<file path="src/rtl/mux4_rr_arbiter.sv">
// mux4_rr_arbiter: round-robin arbiter driving the select lines of a 4:1 mux with a per-grant hold limit.
module mux4_rr_arbiter #(
  parameter int MAX_HOLD = 4,
  parameter int HOLD_W   = 3
) (
  input  logic       clk,
  input  logic       rst_n,
  input  logic [3:0] req,
  output logic [3:0] grant,
  output logic       addr0,
  output logic       addr1,
  output logic       sel_valid
);
  typedef enum logic {IDLE, GRANT} state_t;
  state_t state, state_n;
  logic [1:0] own, own_n, ptr, ptr_n, base, win;
  logic [HOLD_W-1:0] cnt, cnt_n;
  logic [3:0] grant_n;
  logic rel, found;
  assign rel   = (state == GRANT) && (!req[own] || cnt == HOLD_W'(MAX_HOLD - 1));
  assign base  = rel ? own + 2'd1 : ptr;
  assign found = |req;
  // Descending scan so the nearest requester after base is the last one written.
  always_comb begin
    win = base;
    for (int k = 3; k >= 0; k--)
      if (req[base + 2'(k)]) win = base + 2'(k);
  end
  always_comb begin
    state_n = state;
    own_n   = own;
    ptr_n   = ptr;
    cnt_n   = cnt;
    grant_n = grant;
    if (state == GRANT && !rel) cnt_n = cnt + HOLD_W'(1);
    else begin
      if (rel) ptr_n = base;
      if (found) begin
        state_n = GRANT;
        own_n   = win;
        cnt_n   = '0;
        grant_n = 4'b0001 << win;
      end else if (rel) begin
        state_n = IDLE;
        grant_n = '0;
      end
    end
  end
  always_ff @(posedge clk or negedge rst_n)
    if (!rst_n) begin
      state <= IDLE;
      own   <= '0;
      ptr   <= '0;
      cnt   <= '0;
      grant <= '0;
    end else begin
      state <= state_n;
      own   <= own_n;
      ptr   <= ptr_n;
      cnt   <= cnt_n;
      grant <= grant_n;
    end
  // Address follows the owner register, so it holds the last owner while idle.
  assign addr0     = own[0];
  assign addr1     = own[1];
  assign sel_valid = |grant;
endmodule
</file>
<file path="config.mk">
export PLATFORM = sky130hd
export DESIGN_NAME = mux4_rr_arbiter
export DESIGN_NICKNAME = d
export VERILOG_FILES = /design/src/rtl/mux4_rr_arbiter.sv
export SDC_FILE = /design/constraint.sdc
export NUM_CORES = 1
export LEC_CHECK = 0
export CORE_MARGIN = 5
export CORE_UTILIZATION = 45
export DETAILED_ROUTE_END_ITERATION = 10
export HOLD_SLACK_MARGIN = 0.03
export PLACE_DENSITY = 0.79
export SETUP_SLACK_MARGIN = 0.1
export SLEW_MARGIN = 20
export SYNTH_ARGS = -nofsm -noshare
export SYNTH_HDL_FRONTEND = slang
export SYNTH_SLANG_ARGS = --single-unit
</file>
<file path="constraint.sdc">
create_clock -name clk -period 3.4 [get_ports clk]
set_input_delay 0.51 -clock clk [delete_from_list [all_inputs] [get_ports clk]]
set_output_delay 0.51 -clock clk [all_outputs]
set_load 0.02 [all_outputs]
</file>
==> flow_metrics.tcl <==
set metrics [dict create \
    post_drt_wl_per_cell_um 14.8 \
    fin_crit_ns 2.70 \
    clk_path_buf_depth 2 \
    synth.most_common_cell "dfrtp_1" \
    cts_setup_buffers 0 \
    track_usage 0.132 \
    top_level_ports 13 \
    synth.top_cells.by_area "dfrtp_1 43%, o21ai_0 4.3%, nand2_1 3.7%, ha_1 3.5%, mux2i_1 2.8%" \
    maxCapViolCount 0 \
    vias 607 \
    post-route-period-util 0.794 \
    synth_compound_area_frac 0.275 \
    synth_top_family_by_area "compound AO/OA/AOI/OAI gates" \
    path_class "register to register" \
    path_cells "ha_1 -> ha_1 -> or2_2 -> o221a_1 -> o22a_1 -> mux2_4 -> o32a_1 -> o31ai_1" \
    timing.critical_path.buf_inv 0 \
    ys_warn_count 0 \
    cts_resized 0 \
    die_h_um 49.6 \
    cp_slowest_stage_delay_ns 0.40 \
    final_antenna_net_count 0 \
    muxShareOfSynthArea 0.0496 \
    reg2reg_slack_ns 0.70 \
    tritoncts "done" \
    nNetsFinal 93 \
    viasPerCell 6.13 \
    synth_seq_cells 12 \
    clkLatencyLatePin_ns 0.27 \
    cpMostUsedCell "ha_1" \
    avgSynthCellArea_um2 10.2 \
    grt_overflow 0 \
    crit_fanout 9 \
    synth_common_cells "12 x dfrtp_1, 7 x nand2_1, 6 x o21ai_0" \
    p_per_area_nw_per_um2 937 \
    drtPass1Iterations 2 \
    cellLeakagePower_nw 0.360 \
    cpMaxStageDelayCell "dfrtp_1" \
    fin_worst_skew_ns 0.0101 \
    synthArstFlopShare 1.00 \
    crit_family "compound AO/OA/AOI/OAI gates" \
    pwr-share-comb 0.584 \
    h-tree-depth 1 \
    grt_pass1_vias 608 \
    holdBufCountCts 0 \
    grt_max_degree 13 \
    diodes 0 \
    cts_sinks 12 \
    synth-xor-area-share 0 \
    switching_share 0.418 \
    hold_viol 0 \
    syn_area_um2 706 \
    syn_to_final_growth_pct 21.5 \
    power_frac_clock 0.103 \
    worst_pin_slew_ns 0.619 \
    ir_drop_v 0.000459 \
    clockRootBuffer "clkbuf_4" \
    rsz0062_at_grt "no" \
    yosys.area.top_type "dfrtp_1" \
    drc_errors 0 \
    rows 14 \
    clkTransAtPathRegs_ns 0.07 \
    syn_nets 77 \
    slew_viol_final 0 \
    synthAdderAreaFrac 0.0355 \
    p_int_w 0.000467 \
    crit_required_ns 3.57 \
    grt_pass1_wl_um 2580 \
    tns_ns 0 \
    drt_iter0_markers 7 \
    hold_class "register to register" \
    fmax_mhz 370 \
    cp-start-kind "register" \
    synth_ff_type "dfrtp_1" \
    yosysSeqAreaShare 0.426 \
    syn_inst 69 \
    finalSetupViolCount 0 \
    ys_types 37 \
    status "finished, final reports clean" \
    p_sw_w 0.000336 \
    antenna_found_initial 0 \
    place.gp.congestion 0.772 \
    final_util 0.576 \
    synth-edff-count 0 \
    drt_wl_total_um 1470 \
    synth_top_area_frac 0.426 \
    dieArea_um2 2460 \
    port-buffer-count 12 \
    cts_buffers 3 \
    cp-end-kind "register" \
    initial_core_util 0.474 \
    synth_simple_gate_area_frac 0.183 \
    p_seq_frac 0.313 \
    core_area_um2 1490 \
    die_x_um 49.6 \
    drive_gt1_frac 0.108 \
    arrival_ns 2.87 \
    max-slew-margin-rel 0.584 \
]
==> stage by stage <==
step	total power, W	hold slack, ns	cell area, µm²	worst slack, ns	cells
finish	0.000803	0.511	857	0.701	99
global route	0.000871	0.530	857	0.551	99
CTS	0.000809	0.512	857	0.682	99
detailed placement	0.000720	0.499	835	0.474	96
global placement	0.000711	0.479	835	0.530	96
floorplan	0.000593	0.214	706	0.851	69
==> worst register-to-register path, cell delays in order (launching register included) <==
cell and delay (ns):
dfrtp_1 0.40, ha_1 0.21, ha_1 0.22, or2_2 0.32, o221a_1 0.25, o22a_1 0.30
mux2_4 0.34, o32a_1 0.31, o31ai_1 0.26
==> kinds of logic (layout without fill, tap and decap cells) <==
logic type,count (synthesis),count (layout)
buf+inv,4,18
fa+ha+maj,2,2
compound gates,25,25
mux,3,3
simple gates,23,23
flops,12,12
==> layout by cell type, fill, tap and decap left out, types with 2 or more instances in the layout <==
cell,Yosys,routed
mux2i_1,2,2
nand2b_1,2,2
clkdlybuf4s50_1,0,12
dfrtp_1,12,12
nand2_1,7,7
ha_1,2,2
o22ai_1,2,2
nor2_1,2,2
inv_1,3,3
o31ai_1,2,2
o21ai_0,6,6
nor2b_1,3,3
clkbuf_4,0,3
==> final cells by class <==
class,count,area (µm²)
Sequential cell,12,300
Multi-Input combinational cell,53,383
Timing Repair Buffer,12,120
Fill cell,127,632
Inverter,3,11.3
Tap cell,16,20.0
Clock buffer,3,22.5
==> state kept, by name, summed over array words and instances, names as in the netlist <==
signal  count
grant       4
ptr         2
state       1
own         2
cnt         3
==> routing by layer <==
metal  track usage  wire (µm)  up-vias
li1              -          -      300
met1         0.164        697      295
met2         0.201        690       10
met3        0.0331         56        2
met4        0.0830         24        0
met5             0          0        -
==> power groups by stage <==
stage | combinational, W | sequential (W) | clock, W
floorplan | 0.000317 | 0.000276 | 0
global placement | 0.000462 | 0.000249 | 0
detailed placement | 0.000467 | 0.000252 | 0
CTS | 0.000473 | 0.000250 | 0.0000869
global route | 0.000516 | 0.000259 | 0.0000956
finish | 0.000469 | 0.000251 | 0.0000830
==> worst paths after layout <==
kind                         from        to  cells past startpoint
max                        cnt[0]  grant[0]                      8
min                        cnt[0]    cnt[0]                      1
max reg2reg                cnt[0]  grant[0]                      8
min reg2reg                cnt[0]    cnt[0]                      1
max in group asynchronous   rst_n    own[1]                      1
min in group asynchronous   rst_n    cnt[2]                      1
No activity file was read; power rests on OpenSTA's default activity.
